**config.mk**
```make
export PLATFORM = sky130hd
export DESIGN_NAME = core_sequencer
export DESIGN_NICKNAME = d
export VERILOG_FILES = /design/src/rtl/core_pkg.sv /design/src/rtl/core_seq_mul_timer.sv /design/src/rtl/core_sequencer.sv
export SDC_FILE = /design/constraint.sdc
export NUM_CORES = 1
export LEC_CHECK = 0
export CELL_PAD_IN_SITES_DETAIL_PLACEMENT = 1
export CELL_PAD_IN_SITES_GLOBAL_PLACEMENT = 1
export CORE_UTILIZATION = 32
export DETAILED_ROUTE_END_ITERATION = 12
export PLACE_DENSITY_LB_ADDON = 0.1
export REMOVE_ABC_BUFFERS = 1
export SYNTH_ARGS = -nofsm -noshare
export SYNTH_HDL_FRONTEND = slang
export SYNTH_SLANG_ARGS = --single-unit
```
**constraint.sdc**
```tcl
create_clock -name clock -period 2.1 [get_ports clock]
set_input_delay 0.315 -clock clock [delete_from_list [all_inputs] [get_ports clock]]
set_output_delay 0.315 -clock clock [all_outputs]
set_load 0.05 [all_outputs]
```
**src/rtl/core_pkg.sv**
```systemverilog
// rtl/core_pkg.sv - shared states, ALU control codes and opcodes for the core sequencer
package core_pkg;

    typedef enum logic [2:0] {
        ST_FETCH     = 3'd0,
        ST_DECODE    = 3'd1,
        ST_EXECUTE   = 3'd2,
        ST_WRITEBACK = 3'd3,
        ST_HALT      = 3'd4
    } seq_state_e;

    localparam logic [3:0] ALU_AND = 4'b0000;
    localparam logic [3:0] ALU_OR  = 4'b0001;
    localparam logic [3:0] ALU_ADD = 4'b0010;
    localparam logic [3:0] ALU_SLL = 4'b0011;
    localparam logic [3:0] ALU_SRL = 4'b0101;
    localparam logic [3:0] ALU_MUL = 4'b0110;
    localparam logic [3:0] ALU_XOR = 4'b0111;
    localparam logic [3:0] ALU_HCF = 4'b1001;

    localparam logic [6:0] OPCODE_RTYPE = 7'b0110011;

endpackage

```
**src/rtl/core_seq_mul_timer.sv**
```systemverilog
// rtl/core_seq_mul_timer.sv - loadable down-counter timing the extra EXECUTE cycles of MUL
module core_seq_mul_timer #(
    parameter int CNT_W = 2
) (
    input  logic             clock,
    input  logic             reset,
    input  logic             load,
    input  logic             dec,
    input  logic [CNT_W-1:0] load_val,
    output logic             last_o
);

    logic [CNT_W-1:0] cnt_q;
    logic [CNT_W-1:0] cnt_d;

    // load has priority; decrement saturates at zero
    always_comb begin
        cnt_d = cnt_q;
        if (load) begin
            cnt_d = load_val;
        end else if (dec && (cnt_q != '0)) begin
            cnt_d = cnt_q - CNT_W'(1);
        end
    end

    // counter register, cleared by reset
    always_ff @(posedge clock) begin
        if (reset) begin
            cnt_q <= '0;
        end else begin
            cnt_q <= cnt_d;
        end
    end

    // the cycle that counts down to zero is the final MUL cycle
    assign last_o = (cnt_q == CNT_W'(1));

endmodule

```
**src/rtl/core_sequencer.sv**
```systemverilog
// rtl/core_sequencer.sv - FETCH/DECODE/EXECUTE/WRITEBACK sequencer; CORE_SEQ_CYCLE_COUNT_EN adds cycle_count
module core_sequencer
    import core_pkg::*;
#(
    parameter int MUL_LATENCY = 3,
    parameter int RETIRE_W    = 32
) (
    input  logic                clock,
    input  logic                reset,
    output logic                imem_req,
    input  logic                imem_valid,
    input  logic [31:0]         imem_rdata,
    output logic [6:0]          opcode,
    output logic [2:0]          funct3,
    output logic [6:0]          funct7,
    input  logic [3:0]          alu_control,
    input  logic                regwrite_control,
    output logic                alu_start,
    output logic                rf_write_en,
    output logic                pc_advance,
    output logic                halted,
    output logic [RETIRE_W-1:0] retired,
    output logic [2:0]          state_o
`ifdef CORE_SEQ_CYCLE_COUNT_EN
    ,
    output logic [RETIRE_W-1:0] cycle_count
`endif
);

    localparam int CNT_W = (MUL_LATENCY > 1) ? $clog2(MUL_LATENCY) : 1;

    seq_state_e          state_q, state_d;
    logic [31:0]         instr_q, instr_d;
    logic [3:0]          op_q, op_d;
    logic                wr_q, wr_d;
    logic                first_q, first_d;
    logic [RETIRE_W-1:0] retired_q, retired_d;
    logic [3:0]          exec_op;
    logic                mul_load;
    logic                mul_dec;
    logic                mul_last;

    // in the first EXECUTE cycle the op is taken live; afterwards from its register
    assign exec_op = first_q ? alu_control : op_q;

    core_seq_mul_timer #(
        .CNT_W(CNT_W)
    ) u_mul_timer (
        .clock    (clock),
        .reset    (reset),
        .load     (mul_load),
        .dec      (mul_dec),
        .load_val (CNT_W'(MUL_LATENCY - 1)),
        .last_o   (mul_last)
    );

    // next-state and strobe logic; strobes are forced low while reset is asserted
    always_comb begin
        state_d     = state_q;
        instr_d     = instr_q;
        op_d        = op_q;
        wr_d        = wr_q;
        first_d     = 1'b0;
        retired_d   = retired_q;
        mul_load    = 1'b0;
        mul_dec     = 1'b0;
        imem_req    = 1'b0;
        alu_start   = 1'b0;
        rf_write_en = 1'b0;
        pc_advance  = 1'b0;
        case (state_q)
            ST_FETCH: begin
                imem_req = 1'b1;
                if (imem_valid) begin
                    instr_d = imem_rdata;
                    state_d = ST_DECODE;
                end
            end
            ST_DECODE: begin
                first_d = 1'b1;
                state_d = ST_EXECUTE;
            end
            ST_EXECUTE: begin
                if (first_q) begin
                    alu_start = 1'b1;
                    op_d      = alu_control;
                    wr_d      = regwrite_control;
                end
                if (exec_op == ALU_HCF) begin
                    retired_d = retired_q + RETIRE_W'(1);
                    state_d   = ST_HALT;
                end else if (exec_op == ALU_MUL) begin
                    if (first_q) begin
                        mul_load = 1'b1;
                        if (MUL_LATENCY == 1) begin
                            state_d = ST_WRITEBACK;
                        end
                    end else begin
                        mul_dec = 1'b1;
                        if (mul_last) begin
                            state_d = ST_WRITEBACK;
                        end
                    end
                end else begin
                    state_d = ST_WRITEBACK;
                end
            end
            ST_WRITEBACK: begin
                rf_write_en = wr_q;
                pc_advance  = 1'b1;
                retired_d   = retired_q + RETIRE_W'(1);
                state_d     = ST_FETCH;
            end
            ST_HALT: begin
                state_d = ST_HALT;
            end
            default: begin
                state_d = ST_FETCH;
            end
        endcase
        if (reset) begin
            imem_req    = 1'b0;
            alu_start   = 1'b0;
            rf_write_en = 1'b0;
            pc_advance  = 1'b0;
        end
    end

    // sequencer registers with synchronous reset
    always_ff @(posedge clock) begin
        if (reset) begin
            state_q   <= ST_FETCH;
            instr_q   <= '0;
            op_q      <= '0;
            wr_q      <= 1'b0;
            first_q   <= 1'b0;
            retired_q <= '0;
        end else begin
            state_q   <= state_d;
            instr_q   <= instr_d;
            op_q      <= op_d;
            wr_q      <= wr_d;
            first_q   <= first_d;
            retired_q <= retired_d;
        end
    end

    assign opcode  = instr_q[6:0];
    assign funct3  = instr_q[14:12];
    assign funct7  = instr_q[31:25];
    assign halted  = (state_q == ST_HALT);
    assign retired = retired_q;
    assign state_o = state_q;

`ifdef CORE_SEQ_CYCLE_COUNT_EN
    logic [RETIRE_W-1:0] cc_q, cc_d;

    // free-running cycle counter that freezes once halted
    always_comb begin
        cc_d = cc_q;
        if (state_q != ST_HALT) begin
            cc_d = cc_q + RETIRE_W'(1);
        end
    end

    // cycle counter register
    always_ff @(posedge clock) begin
        if (reset) begin
            cc_q <= '0;
        end else begin
            cc_q <= cc_d;
        end
    end

    assign cycle_count = cc_q;
`endif

endmodule

```
* After elaboration in Yosys (flattened, before gate mapping)
Index checks and enable logic that the tools add are counted.
** Operators by class
- Add/sub/neg operators :: 2
- $mul :: 0
- Div/mod/pow operators :: 0
- Order comparisons :: 0
- Equal/unequal tests :: 11
- Shift operators :: 0
- Muxes and demuxes :: 28
- Bitwise logic cells :: 0
- Reduce and logical (&&, ||, !) cells :: 10
** Operators with widths (number)
- 32-bit case mux with 2 select lines :: 1
- 32-bit by 1-bit adder with 32-bit output (second input constant) :: 1
- 32-bit 2-to-1 mux :: 1
- 1-bit 2-to-1 mux :: 17
- 3-bit 2-to-1 mux :: 5
- 3-bit case mux with 4 select lines :: 1
- 4-bit != test (second input constant) :: 2
- 3-bit by 2-bit == test with 1-bit output (second input constant) :: 2
- 2-bit AND reduction :: 3
- 2-bit nonzero test :: 3
- 4-bit by 3-bit == test with 1-bit output (second input constant) :: 1
- 4-bit == test (second input constant) :: 1
- 2-bit 2-to-1 mux :: 2
- 4-bit 2-to-1 mux :: 1
- 2-bit != test (second input constant) :: 2
- 3-bit by 1-bit == test with 1-bit output (second input constant) :: 1
- 3-bit == test (second input constant) :: 1
- 3-bit zero test :: 1
- 3-bit AND reduction :: 1
- 2-bit by 1-bit == test with 1-bit output (second input constant) :: 1
- 2-bit OR reduction :: 1
- 2-bit by 1-bit subtractor with 2-bit output (second input constant) :: 1
- 1-bit logical AND :: 1
** Storage, ports and cells
- Register bits after elaboration :: 75
- Latch bits :: 0
- Memory bits (writable) :: 0
- ROM bits :: 0
- Bits of input ports :: 40
- Memories kept :: 0

* Logic depth before layout (Yosys ltp)
- Depth after elaboration :: 8
- Mapped depth :: 8
- Gate-level depth less buffers :: 5

* By module
From an unflattened synthesis, not the netlist that was laid out.
** Unflattened totals
- Cells, all modules :: 337
- Area, all modules :: 2850.2 um^2
** Modules (own cells, without submodules)
- core_sequencer :: times used 1, cells an instance 322, area an instance 2711.4 um^2, seq. area each 1161.1 um^2
- core_seq_mul_timer :: times used 1, cells an instance 15, area an instance 138.9 um^2, seq. area each 40.0 um^2

* Worst setup path before layout
Ideal clock, no wire load.
- Path kind :: input-to-output
- Start point :: input reset
- End point :: output imem_req
- Arrival time :: 2323 ps
- Required time :: 1785 ps
- Path slack :: -538 ps
- Stages :: 4
- Path through :: clkbuf_1 > clkbuf_1 > clkbuf_1 > nor4_1
** On the way
- Longest elaborated chain between the ends :: 1
** RTL lines
- start, declared :: RTL line core_sequencer.sv:9 : input logic reset,
- 1-bit 2-to-1 mux :: RTL line core_sequencer.sv:121 : if (reset) begin
- end, declared :: RTL line core_sequencer.sv:10 : output logic imem_req,
No other way between the ends.

* Worst setup path after layout
- Start point :: register state_q[0], in the netlist state_o[0]
- End point :: output state_o[0]
** RTL lines
- start, declared :: RTL line core_sequencer.sv:32 : seq_state_e state_q, state_d;
- start signal, assigned :: RTL line core_sequencer.sv:139 : state_q <= state_d;
- end, declared :: RTL line core_sequencer.sv:23 : output logic [2:0] state_o
No word-level cell between the ends.

==> flow_results.org <==
** Drt
- In the final routed layout, each cell accounts on average for 14.4 µm.
- The count of nets left with antenna violations once routing finished came out at 0.
- Total wirelength of the detailed-routed design :: 7.91 mm
- Per-cell via count in the routed design :: 5.00
- For this run, design rule violations remaining after detail routing come to 0.
- For this block, the initial DRC count from the detailed router was 83.
- The first detailed-routing pass ran for 4 iterations.
- The routed layout has 2,745 vias.

** Timing
- Clock Skews :: slightly above 0.008 ns
- Setup repair after global routing left no endpoint under its margin.
- Final Hold Vio Count :: 0
- For this run, the top clock speed supported by timing is 0.500 GHz.
- At the pin with the least slew margin, the transition time is roughly 0.54 ns.
- Total of endpoints with negative setup slack in the final report :: 0
- Tightest hold margin :: between 0.3 and 0.4 ns
- Final clock period utilization by the worst path :: 95.3%
- Final Max Tran Viols :: 0
- Min Tclk post-route :: 2.00 ns
- Measured against its own limit, the worst slew margin works out to between 60% and 70%.

** Synthesis
- Seq/Total Area, Yosys :: 42.9%
- Count of warnings emitted by yosys :: 0
- In the synthesized netlist, the number of instances is 338.
- Syn Std Cell Area :: 2800 µm²
- Post-synth cell types :: 47
- In this run, synthesis produced a sequential element count of 60.
- In the synthesized netlist the async set-or-reset flop fraction comes to 0%.
- Counting flops with a built-in enable in the synthesized netlist gives 0.
- Each instance of the synthesized netlist takes up on average 8.28 µm².
- Among all flip-flop cells after synthesis, the most frequent one is sky130_fd_sc_hd__dfxtp_1.

** Global routing
- The initial antenna violation count is 0.
- Largest net degree at the start of global routing :: 37
- The first global-routing pass estimated 12.8 mm of wire.
- Global routing used 18.3% of the available tracks.
- Global routing finished with a remaining overflow of 0.
- The via count of the first global-routing pass was between 2,000 and 3,000.

** Layout
- The final layout contains 482 nets.
- The repair_antennas step left the layout with diodes totalling 0.
- In the layout the commonest cells are 75 x sky130_fd_sc_hd__clkdlybuf4s50_1, 60 x sky130_fd_sc_hd__dfxtp_1, 58 x sky130_fd_sc_hd__nand2_1.
- Footprint of the multi-input gates :: 1500 µm²
- Filler cells :: 1,019
- Layout Area Growth over Synthesis :: 48.9%
- In the final layout, flip-flops and latches occupy ~1200 µm².
- Most common library cell in the layout ignoring fill and taps :: sky130_fd_sc_hd__clkdlybuf4s50_1
- Once layout is complete, the utilization of the core stands at 50.0%.
- Cells with a size suffix above 1 make up 17.1% of the layout.

** Clocking
- Counting along the longest clock path gives a buffer depth of 2.
- After clock tree synthesis, the clock-pin slew on the worst setup and hold paths is around 0.06 ns.
- Total number of H-tree levels :: 3
- Clock root buffer :: sky130_fd_sc_hd__clkbuf_8
- The number of hold buffers added after CTS was 0.
- The clock net in this run drives a total of 60 sinks.
- Skew-Pair Late Insertion Delay :: ~0.33 ns
- TritonCTS created 9 clock buffers.
- TritonCTS built the clock tree.

** Die
- Die Y :: between 90 and 100 µm
- I/O pin count :: 97
- The initialized floorplan defines 33 standard-cell rows.
- Die Area :: 9120 µm²
- The floorplan step defined a core boundary enclosing 8340 µm².
- For this configuration, the core starts out at a cell density of 33.5%.
- Die outline width :: 95.5 µm

** Power
- In this run, flip-flops and latches consume 41.0% of the power.
- In this run, the clock network consumes 44.7% of the power.
- The worst-case IR drop observed on VDD is between 0.3 and 0.4 mV.
- Power Density :: 698 nW/µm²
- Internal power :: 2.18 mW
- Proportion of power drawn by combinational gates :: approximately 14%
- In this run switching power makes up 24.9% of total power.
- Static leakage power :: 1.50 nW
- For this design the total switching power over the nets is 0.724 mW.

** Place
- DPL Wire Length :: 5.84 mm
- Port bufs :: 81
- The congestion estimate from routability-driven global placement came to roughly 0.76.

** Worst hold path
- The tightest min-delay check is of the in2reg type.
- In this run the most critical hold path is launched from reset.

** Setup path
- Critical path's largest stage delay :: 0.86 ns
- The setup path with the least slack is of type reg2out.
- The critical path goes through clkdlybuf4s50_1.
- In this run the critical register-to-register path is launched from retired[5]$_SDFFE_PP0P_.
- Kind of cell with the highest combined delay on the critical path :: buffers and inverters
- Element type at the critical path start :: flip-flop
- On the critical path, the stage with the largest delay is an instance of sky130_fd_sc_hd__clkdlybuf4s50_1.
- In this run the worst setup path begins at state_o[0]$_SDFFE_PP0P_.
- For the worst setup path, the data required time is 1.78 ns.
- Data on the critical path arrives at its endpoint at 1.69 ns.
- Worst Path Max Fanout :: 5
- The number of buffers and inverters on the critical path is 1.
- Critical path endpoint category :: primary output

** Run
- Max-capacitance violation count :: 0

** Run status
- Run status :: completed
final cells by class:
type	count	share of cell area, %
clock buffers	12	3.72
multi-input cells	252	35.9
clock inverters	4	2.28
repair buffers	111	25.6
inverters	5	0.450
flip-flops and latches	60	28.8
well taps	105	3.15
per-stage QoR:
| stage | setup WS [ns] | area [µm²] | TNS, ns | cells | total power [mW] |
|---|---|---|---|---|---|
| floorplan | -0.416 | 2710 | -2.58 | 317 | 1.43 |
| global placement | -0.278 | 3900 | -2.75 | 532 | 1.63 |
| detailed placement | -0.303 | 3900 | -3.38 | 532 | 1.64 |
| CTS | 0.0212 | 4150 | 0 | 548 | 2.95 |
| global route | 0.00497 | 4170 | 0 | 549 | 3.04 |
| finish | 0.0995 | 4170 | 0 | 549 | 2.91 |
state kept, by name, summed over array words and instances, names as in the netlist:
| name | cells |
|---|---|
| first_q | 1 |
| instr_q | 17 |
| op_q | 4 |
| retired | 32 |
| state_o | 3 |
| u_mul_timer.cnt_q | 2 |
| wr_q | 1 |
metal layers:
| layer | GRT usage (%) | vias up | wire length (µm) |
|---|---|---|---|
| met2 | 32.0 | 47 | 3960 |
| met1 | 22.1 | 1309 | 3580 |
| met3 | 3.59 | 10 | 263 |
| met5 | 0 | - | 0 |
| met4 | 7.09 | 0 | 110 |
| li1 | - | 1379 | - |
path summary, 6_finish.rpt:
path,end,slack (ns),depth (start not counted)
max,state_o[0],0.1,1
min,op_q[2]$_SDFFE_PP0N_,0.33,2
max reg2reg,retired[30]$_SDFFE_PP0P_,0.14,5
min reg2reg,wr_q$_SDFFE_PP0P_,0.46,2
cell families after synthesis:
family / Yosys count / synth area share, %
mux: 7 / 2.82
buf+inv: 26 / 3.94
fa+ha+maj: 3 / 1.34
xor+xnor: 14 / 4.38
compound gates: 55 / 11.4
simple gates: 173 / 33.2
flops: 60 / 42.9
repair_timing:
item	4_1_cts	5_1_grt
setup buffers	0	1
endpoints found under the setup margin	0	6
gates resized for setup	0	3
cell usage after synthesis, types with 2 or more instances:
cell | number | area (µm²)
sky130_fd_sc_hd__a21oi_1 | 38 | 190
sky130_fd_sc_hd__a31o_2 | 3 | 26.3
sky130_fd_sc_hd__and3_1 | 4 | 25.0
sky130_fd_sc_hd__and3b_1 | 2 | 17.5
sky130_fd_sc_hd__buf_2 | 4 | 20.0
sky130_fd_sc_hd__buf_4 | 2 | 15.0
sky130_fd_sc_hd__clkbuf_1 | 15 | 56.3
sky130_fd_sc_hd__dfxtp_1 | 60 | 1200
sky130_fd_sc_hd__ha_1 | 3 | 37.5
sky130_fd_sc_hd__inv_1 | 5 | 18.8
sky130_fd_sc_hd__mux2_2 | 7 | 78.8
sky130_fd_sc_hd__nand2_1 | 58 | 218
sky130_fd_sc_hd__nand2b_1 | 5 | 31.3
sky130_fd_sc_hd__nand3_1 | 9 | 45.0
sky130_fd_sc_hd__nand3b_1 | 2 | 15.0
sky130_fd_sc_hd__nand4_1 | 10 | 62.6
sky130_fd_sc_hd__nor2_1 | 31 | 116
sky130_fd_sc_hd__nor2b_1 | 7 | 43.8
sky130_fd_sc_hd__nor3_1 | 11 | 55.1
sky130_fd_sc_hd__nor3b_1 | 4 | 30.0
sky130_fd_sc_hd__nor4_1 | 5 | 31.3
sky130_fd_sc_hd__nor4_4 | 2 | 42.5
sky130_fd_sc_hd__o21ai_0 | 6 | 30.0
sky130_fd_sc_hd__o31ai_1 | 3 | 22.5
sky130_fd_sc_hd__or2_2 | 2 | 12.5
sky130_fd_sc_hd__or3_1 | 5 | 31.3
sky130_fd_sc_hd__or4_1 | 2 | 15.0
sky130_fd_sc_hd__xnor2_1 | 14 | 123
power groups by stage:
stage / combinational [mW] / clock (mW) / sequential, mW
CTS: 0.422 / 1.34 / 1.19
global placement: 0.414 / 0 / 1.22
global route: 0.448 / 1.39 / 1.19
detailed placement: 0.419 / 0 / 1.22
finish: 0.417 / 1.30 / 1.19
floorplan: 0.102 / 0 / 1.32
(Power assumes the default switching activity.)
